`src/rtl/iir_pkg.sv`:
```
// Shared types and constants for the time-multiplexed IIR biquad sequencer.
package iir_pkg;

    typedef enum logic [2:0] {
        ST_IDLE = 3'd0,
        ST_M1   = 3'd1,
        ST_M2   = 3'd2,
        ST_M3   = 3'd3,
        ST_M4   = 3'd4,
        ST_OUT  = 3'd5
    } iir_state_t;

    localparam logic [1:0] IDX_G1 = 2'd0;
    localparam logic [1:0] IDX_G2 = 2'd1;
    localparam logic [1:0] IDX_G3 = 2'd2;
    localparam logic [1:0] IDX_G4 = 2'd3;

    localparam int CK_DEFAULT      = 11;
    localparam int G1_INIT_DEFAULT = 10;
    localparam int G2_INIT_DEFAULT = -1779;
    localparam int G3_INIT_DEFAULT = -1624;
    localparam int G4_INIT_DEFAULT = 986;

endpackage

```
`src/rtl/iir_shared_mult.sv`:
```
// Signed BIT_NO x BIT_NO multiply, arithmetic shift by CK-1, truncated back to BIT_NO.
module iir_shared_mult #(
    parameter int BIT_NO = 32,
    parameter int CK     = 11
) (
    input  logic signed [BIT_NO-1:0] i_a,
    input  logic signed [BIT_NO-1:0] i_b,
    output logic signed [BIT_NO-1:0] o_p
);

    logic signed [2*BIT_NO-1:0] w_prod;

    assign w_prod = (2*BIT_NO)'(i_a) * (2*BIT_NO)'(i_b);
    assign o_p    = BIT_NO'(w_prod >>> (CK - 1));

endmodule

```
`src/rtl/iir_biquad_sequencer.sv`:
```
// Biquad section computed over four cycles on one shared multiplier, with
// shadow/active coefficient banks swapped only when a sample is accepted.
module iir_biquad_sequencer
    import iir_pkg::*;
#(
    parameter int BIT_NO  = 32,
    parameter int CK      = CK_DEFAULT,
    parameter int G1_INIT = G1_INIT_DEFAULT,
    parameter int G2_INIT = G2_INIT_DEFAULT,
    parameter int G3_INIT = G3_INIT_DEFAULT,
    parameter int G4_INIT = G4_INIT_DEFAULT
) (
    input  logic                     clk,
    input  logic                     reset,
    input  logic                     in_valid,
    output logic                     in_ready,
    input  logic signed [BIT_NO-1:0] in,
    output logic                     out_valid,
    input  logic                     out_ready,
    output logic signed [BIT_NO-1:0] out,
    input  logic                     cfg_we,
    input  logic [1:0]               cfg_addr,
    input  logic signed [BIT_NO-1:0] cfg_wdata,
    input  logic                     state_clr,
    output logic                     busy
);

    localparam logic signed [BIT_NO-1:0] C_INIT [4] = '{
        BIT_NO'(G1_INIT), BIT_NO'(G2_INIT), BIT_NO'(G3_INIT), BIT_NO'(G4_INIT)
    };

    iir_state_t                r_state;
    logic signed [BIT_NO-1:0]  r_sample;
    logic signed [BIT_NO-1:0]  r_acc;
    logic signed [BIT_NO-1:0]  r_d1;
    logic signed [BIT_NO-1:0]  r_d2;
    logic signed [BIT_NO-1:0]  r_out;
    logic                      r_out_valid;
    logic signed [BIT_NO-1:0]  r_shadow [4];
    logic signed [BIT_NO-1:0]  r_active [4];

    logic signed [BIT_NO-1:0]  w_shadow_next [4];
    logic signed [BIT_NO-1:0]  w_mul_a;
    logic signed [BIT_NO-1:0]  w_mul_b;
    logic signed [BIT_NO-1:0]  w_p;
    logic                      w_accept;

    assign in_ready  = (r_state == ST_IDLE);
    assign busy      = (r_state != ST_IDLE);
    assign out       = r_out;
    assign out_valid = r_out_valid;
    assign w_accept  = in_valid && (r_state == ST_IDLE);

    // Shadow bank as it will be after this edge, so an accept sees a same-cycle write.
    always_comb begin
        for (int i = 0; i < 4; i++) begin
            if (cfg_we && (cfg_addr == 2'(i))) begin
                w_shadow_next[i] = cfg_wdata;
            end else begin
                w_shadow_next[i] = r_shadow[i];
            end
        end
    end

    // Shared multiplier operand selection, one product per compute state.
    always_comb begin
        w_mul_a = '0;
        w_mul_b = '0;
        case (r_state)
            ST_M1: begin
                w_mul_a = r_sample;
                w_mul_b = r_active[IDX_G1];
            end
            ST_M2: begin
                w_mul_a = r_d1;
                w_mul_b = r_active[IDX_G2];
            end
            ST_M3: begin
                w_mul_a = r_d2;
                w_mul_b = r_active[IDX_G4];
            end
            ST_M4: begin
                w_mul_a = r_d1;
                w_mul_b = r_active[IDX_G3];
            end
            default: begin
                w_mul_a = '0;
                w_mul_b = '0;
            end
        endcase
    end

    iir_shared_mult #(
        .BIT_NO (BIT_NO),
        .CK     (CK)
    ) u_mult (
        .i_a (w_mul_a),
        .i_b (w_mul_b),
        .o_p (w_p)
    );

    // Host-visible shadow coefficient bank.
    always_ff @(posedge clk or posedge reset) begin
        if (reset) begin
            r_shadow <= C_INIT;
        end else begin
            r_shadow <= w_shadow_next;
        end
    end

    // Sequencer: datapath registers and the result handshake.
    always_ff @(posedge clk or posedge reset) begin
        if (reset) begin
            r_state     <= ST_IDLE;
            r_sample    <= '0;
            r_acc       <= '0;
            r_d1        <= '0;
            r_d2        <= '0;
            r_out       <= '0;
            r_out_valid <= 1'b0;
            r_active    <= C_INIT;
        end else begin
            case (r_state)
                ST_IDLE: begin
                    // The clear and the accept share an edge; M2 reads the cleared d1.
                    if (state_clr) begin
                        r_d1 <= '0;
                        r_d2 <= '0;
                    end
                    if (w_accept) begin
                        r_sample <= in;
                        r_active <= w_shadow_next;
                        r_state  <= ST_M1;
                    end
                end
                ST_M1: begin
                    r_acc   <= w_p;
                    r_state <= ST_M2;
                end
                ST_M2: begin
                    r_acc   <= r_acc - w_p;
                    r_state <= ST_M3;
                end
                ST_M3: begin
                    r_acc   <= r_acc - w_p;
                    r_state <= ST_M4;
                end
                ST_M4: begin
                    r_out       <= r_acc + w_p + r_d2;
                    r_d2        <= r_d1;
                    r_d1        <= r_acc;
                    r_out_valid <= 1'b1;
                    r_state     <= ST_OUT;
                end
                ST_OUT: begin
                    if (out_ready) begin
                        r_out_valid <= 1'b0;
                        r_state     <= ST_IDLE;
                    end
                end
                default: begin
                    r_out_valid <= 1'b0;
                    r_state     <= ST_IDLE;
                end
            endcase
        end
    end

endmodule

```
`config.mk`:
```
export PLATFORM = sky130hd
export DESIGN_NAME = iir_biquad_sequencer
export DESIGN_NICKNAME = d
export VERILOG_FILES = /design/src/rtl/iir_pkg.sv /design/src/rtl/iir_shared_mult.sv /design/src/rtl/iir_biquad_sequencer.sv
export SDC_FILE = /design/constraint.sdc
export NUM_CORES = 2
export LEC_CHECK = 0
export BUFFER_PORTS_ARGS = -buffer_cell sky130_fd_sc_hd__clkbuf_2
export CAP_MARGIN = 20
export CORE_MARGIN = 5
export CORE_UTILIZATION = 55
export CTS_CLUSTER_SIZE = 20
export DETAILED_ROUTE_END_ITERATION = 8
export GPL_ROUTABILITY_DRIVEN = 0
export HOLD_SLACK_MARGIN = 0.03
export PLACE_DENSITY = 0.84
export SLEW_MARGIN = 20
export SYNTH_ARGS = -nofsm -noshare
export SYNTH_HDL_FRONTEND = slang
export SYNTH_HIERARCHICAL = 1
export SYNTH_SLANG_ARGS = --single-unit
```
`constraint.sdc`:
```
create_clock -name clk -period 14.7 [get_ports clk]
set_clock_uncertainty 0.15 [all_clocks]
set_input_delay 2.205 -clock clk [delete_from_list [all_inputs] [get_ports clk]]
set_output_delay 2.205 -clock clk [all_outputs]
set_load 0.05 [all_outputs]
```
Word-level counts from Yosys, hierarchy flattened
Index checks and enable logic that the tools add are counted.
- $add $sub $neg: 3
- $mul: 1
- div/mod/pow operators: 0
- magnitude comparators: 0
- equality and inequality tests: 11
- shifts and indexed selects: 0
- muxes and demuxes: 15
- bitwise logic cells: 1
- reduce and logical (&&, ||, !) cells: 17
- operators with widths (cell ; number):
    $pmux 32 s2 ; 3
    $mux 32 ; 5
    $pmux 32 s4 ; 1
    $pmux 32 s3 ; 1
    $add 32x32->32 ; 2
    $mul 32x32->42 ; 1
    $sub 32x32->32 ; 1
    $pmux 3 s6 ; 1
    $reduce_and 2->1 ; 4
    $eq 3x2->1 const B ; 2
    $eq 3x3->1 const B ; 2
    $mux 3 ; 2
    $logic_and 1x1->1 ; 5
    $eq 2x2->1 const B ; 2
    $ne 2x1->1 const B ; 2
    $reduce_bool 2->1 ; 2
    $reduce_or 2->1 ; 2
    $reduce_or 4->1 ; 1
    $eq 3x1->1 const B ; 1
    $logic_not 3->1 ; 1
    $pmux 1 s3 ; 1
    $reduce_bool 3->1 ; 1
    $eq 2x1->1 const B ; 1
    $logic_not 2->1 ; 1
    3 further kinds ; 3
- bits in registers: 420
- bits in latches: 0
- RAM bits: 0
- bits in read-only memories: 0
- input port bits: 72
- word-level logic and storage cells: 63
- memories: 0

Longest topological paths before layout
- depth in word-level cells: 6
- gate-level depth with buffers: 46

Hierarchy
The synthesis kept the hierarchy.
- by module, submodules not included (module ; instances ; cells each ; area an instance (µm²) ; sequential area each (µm²)):
    iir_shared_mult ; 1 ; 2706 ; 24786.3 ; 0.0
    iir_biquad_sequencer ; 1 ; 1726 ; 20787.4 ; 10657.7

Least setup slack after synthesis
Ideal clock, no wire load.
- path type: register -> register
- from: reg r_state[1]
- to: reg r_out[30] (netlist: out[30])
- setup time: 0.131 ns
- arrival time: 10.312 ns
- data required time: 14.419 ns
- setup slack: 4.106 ns
- stages on the path, launching flop included: 42
- buffers on the path: 6
- clock period less this slack: 10.594 ns
- cells stage by stage: dfrtp_1 clkbuf_1 clkbuf_1 nand2_1 a21oi_1 clkbuf_1 nand2_1 o21ai_0 clkbuf_1 clkbuf_1 and2_1 fa_1 fa_1 fa_1 inv_1 fa_1 inv_1 fa_1 [6 not listed] clkbuf_1 and3_1 and4_1 a211o_1 a41o_1 a31o_2 a21oi_1 xnor2_1 fa_1 ha_1 a21o_1 a21o_1 a21o_1 a21oi_1 o21ai_0 a221o_1 xnor2_1 o21ai_0
- word-level cells in the longest chain between the ends: 6
- ends and longest elaborated chain (what ; RTL line ; RTL):
    start: declaration ; iir_biquad_sequencer.sv:32 ; iir_state_t r_state;
    start signal: assignment ; iir_biquad_sequencer.sv:114 ; r_state <= ST_IDLE;
    start signal: assignment ; iir_biquad_sequencer.sv:133 ; r_state <= ST_M1;
    start signal: assignment ; iir_biquad_sequencer.sv:138 ; r_state <= ST_M2;
    $eq 3x3->1 or $eq 3x2->1 (tied branches) ; iir_biquad_sequencer.sv:69 ; case (r_state)
    $reduce_or 2->1 (no source line) ; - ;
    $pmux 32 s3 * ; iir_biquad_sequencer.sv:69 ;
    via w_mul_a[12] ; iir_biquad_sequencer.sv:43 ; logic signed [BIT_NO-1:0] w_mul_a;
    $mul 32x32->42 * ; iir_shared_mult.sv:13 ; assign w_prod = (2*BIT_NO)'(i_a) * (2*BIT_NO)'(i_b);
    via w_p[23] ; iir_biquad_sequencer.sv:45 ; logic signed [BIT_NO-1:0] w_p;
    $add 32x32->32 * (2 in series) ; iir_biquad_sequencer.sv:149 ; r_out <= r_acc + w_p + r_d2;
    end signal: assignment ; iir_biquad_sequencer.sv:149 ;
    end: declaration ; iir_biquad_sequencer.sv:37 ; logic signed [BIT_NO-1:0] r_out;
The timed path passes the listed nets; every way through them passes the cells marked *.
A chain may end at the register's enable or synchronous reset.

Worst setup path in the final report
- from: reg r_state[2]
- to: reg r_out[29] (netlist: out[29])
- RTL lines (what ; RTL line ; RTL):
    $eq 3x3->1 (tied with other cells) ; iir_biquad_sequencer.sv:69 ;
    $pmux 32 s4 * ; iir_biquad_sequencer.sv:69 ;
    via w_mul_b[18] ; iir_biquad_sequencer.sv:44 ; logic signed [BIT_NO-1:0] w_mul_b;
    $mul 32x32->42 * ; iir_shared_mult.sv:13 ;
    via w_p[18] ; iir_biquad_sequencer.sv:45 ;
    $add 32x32->32 * (2 in series) ; iir_biquad_sequencer.sv:149 ;
Marked as above.

==> results.toml <==
[status]
status = "finished, final reports clean"

[cts]
clk_path_buf_depth = 3
cts_max_level = 2
post_cts_buffers = 0
clkSinkCount = 420
post_cts_resized = 0
clock-root-buffer = "clkbuf_16"
path_clk_slew_ps = 60
cts_tree = "built"
cts_buffers = 43
clock_latency_ps = 620
hold_buffers = 0

[global_route]
grtUsageTotal_pct = 26.67
grt_overflow = 0
antenna_found_initial = 2
grt_pass1_vias = 34885
grt_max_degree = 177
grt_pass1_wl_um = 190300

[logic_synthesis]
postSynthAreaPerCell_um2 = 10.28
synthDistinctLibCells = 73
netlist_area_um2 = 45570
yosysSeqAreaShare_pct = 23.39
syn_inst = 4432
yosysWarnings = 6
synthArstFlopShare_pct = 100.0
yosysMostFrequentCell = "inv_1"
synth_edf_count = 0
synth_flop_cell = "dfrtp_1"
ys_ff_latch = 420
synth_area_leaders = "fa_1 32%, dfrtp_1 17%, mux2_2 7.1%"
synth_top_area_share_pct = 31.93
synth.largest_area_cell = "fa_1"
netlist_top_cells_count = "761 x inv_1, 727 x fa_1, 506 x and2_1"
synth_nets = 5449

[sta]
final-setup-viol-count = 0
rsz0062_at_grt = "no"
drv_slew = 0
post-route-period-util_pct = 85.81
tns_ps = 0
worst_pin_slew_ps = 1160
finalHoldViolCount = 0
slew-limit-headroom_pct = 22.47
timing.fmax_mhz = 79.27
min_period_ps = 12610

[setup_path]
cpMostUsedCell = "fa_1"
required_ps = 15040
crit_arrival_ps = 12960
endpoint_kind = "flip-flop"
slowest_delay_ps = 960
cp_max_fo = 24
start_kind = "flip-flop"
slowest_stage = "nor2_2"
worst-setup-path-type = "flip-flop to flip-flop"

[routing]
drt-pass1-iter-count = 8
drt_iter0_markers = 2761
wl_um = 117400
viasPerCell = 5.832
vias = 32154
drc = 0
wl_per_cell_um = 21.30
ant_nets = 0

[die]
dieArea_um2 = 88720
core_um2 = 82110
die_x_um = 297.9
ioPinCount = 107
die_h_um = 297.9
row_count = 105
start_util_pct = 55.50

[placed_design]
dpl.hpwl_um = 88710
portBuffers = 106

[layout]
drive_gt1_share_pct = 15.63
area_growth_syn_to_layout_pct = 6.820
fin_nets = 5426
fillers = 6263

[worst_hold_path]
hold_class = "flip-flop to flip-flop"

[run]
maxCapViolations = 0
## state kept, by name, indices dropped and copies added (netlist names)
| register | count |
|---|---|
| r_d1 | 32 |
| out_valid | 1 |
| r_active | 128 |
| r_state | 3 |
| out | 32 |
| r_shadow | 128 |
| r_sample | 32 |
| r_acc | 32 |
| r_d2 | 32 |
## final timing paths
path	end	slack (ps)	start	depth (start not counted)
worst min-delay path	out[23]	340	out[23]	2
worst max-delay path	out[29]	2090	r_state[2]	38
min in group asynchronous	r_shadow[24]	1620	reset	2
worst max register to register	out[29]	2090	r_state[2]	38
worst min register to register	out[23]	340	out[23]	2
max in group asynchronous	r_state[1]	11380	reset	3
## worst max-delay path: cells and delay by family (launching register included)
family,cells,cell delay (ps)
fa+ha+maj,11,5080
flops,1,380
simple gates,8,3200
compound gates,11,2320
buf+inv,7,1160
xor+xnor,1,150
## metal layers
layer | GRT usage [%] | share of wire [%]
met5 | 0 | 0
met1 | 35.75 | 39
met4 | 8.932 | 3.5
met3 | 6.138 | 9.8
met2 | 43.42 | 47
## stage by stage
stage | utilization [%] | setup WS [ps] | cell area [um2] | instances | hold slack, ps
after floorplan | - | 848.8 | 45570 | 4432 | 316.7
after global placement | 57.44 | 2528 | 47170 | 5428 | 316.8
after detailed placement | 57.45 | 2432 | 47170 | 5428 | 325.3
after CTS | 59.15 | 2315 | 48570 | 5505 | 341.0
after global routing | 59.29 | 1463 | 48680 | 5513 | 355.7
final | 59.29 | 2086 | 48680 | 5513 | 335.9
## layout by cell type (no fill, tap or decap), types with 7 or more instances in the layout
cell type  instances
nor2b_1           14
inv_1            760
nand2b_1          20
dfstp_2          118
clkbuf_2         106
and2_1           505
a211oi_1           9
ha_1             218
clkbuf_16         43
a21o_1            39
a31oi_1            9
o22ai_1           10
and3_1            15
o31ai_1            7
mux2_2           289
mux2i_1           32
o21ai_0          100
nand3_1           29
clkbuf_1          13
a22oi_1           74
o21ai_1           10
fa_1             727
a21oi_1           95
a22o_1            63
buf_4             57
clkbuf_8           8
o21ai_4           13
nand2_1          437
dfrtp_1          301
nor2_1            43
nor3_1             9
xnor2_1           92
xor2_1            45
o21a_1            11
## layout make-up
type	count	area (um2)	area share, %
Inverter	761	2864	5.883
Clock buffer	64	1235	2.537
Multi-Input combinational cell	3013	31340	64.37
Clock inverter	13	163.9	0.3367
Sequential cell	420	10660	21.90
Antenna cell	2	5.005	0.01028
Tap cell	1070	1339	2.750
Timing Repair Buffer	170	1081	2.221
## logic make-up (layout without fill, tap and decap cells)
family                     after synthesis  in the layout  share of synthesized area (%)
other                                    0              2                              0
muxes                                  321            321                          7.844
AOI/OAI and AO/OA                      497            497                          7.286
adders and majority gates              945            945                          37.92
and+or+nand+nor                       1113           1113                          12.61
xor gates and xnor gates               137            137                          2.633
buffers and inverters                  999           1008                          8.324
DFF                                    420            420                          23.39
Power is left out: the tool's default activity adds up to more than one toggle a clock period on the data nets, which glitch-free logic cannot reach.
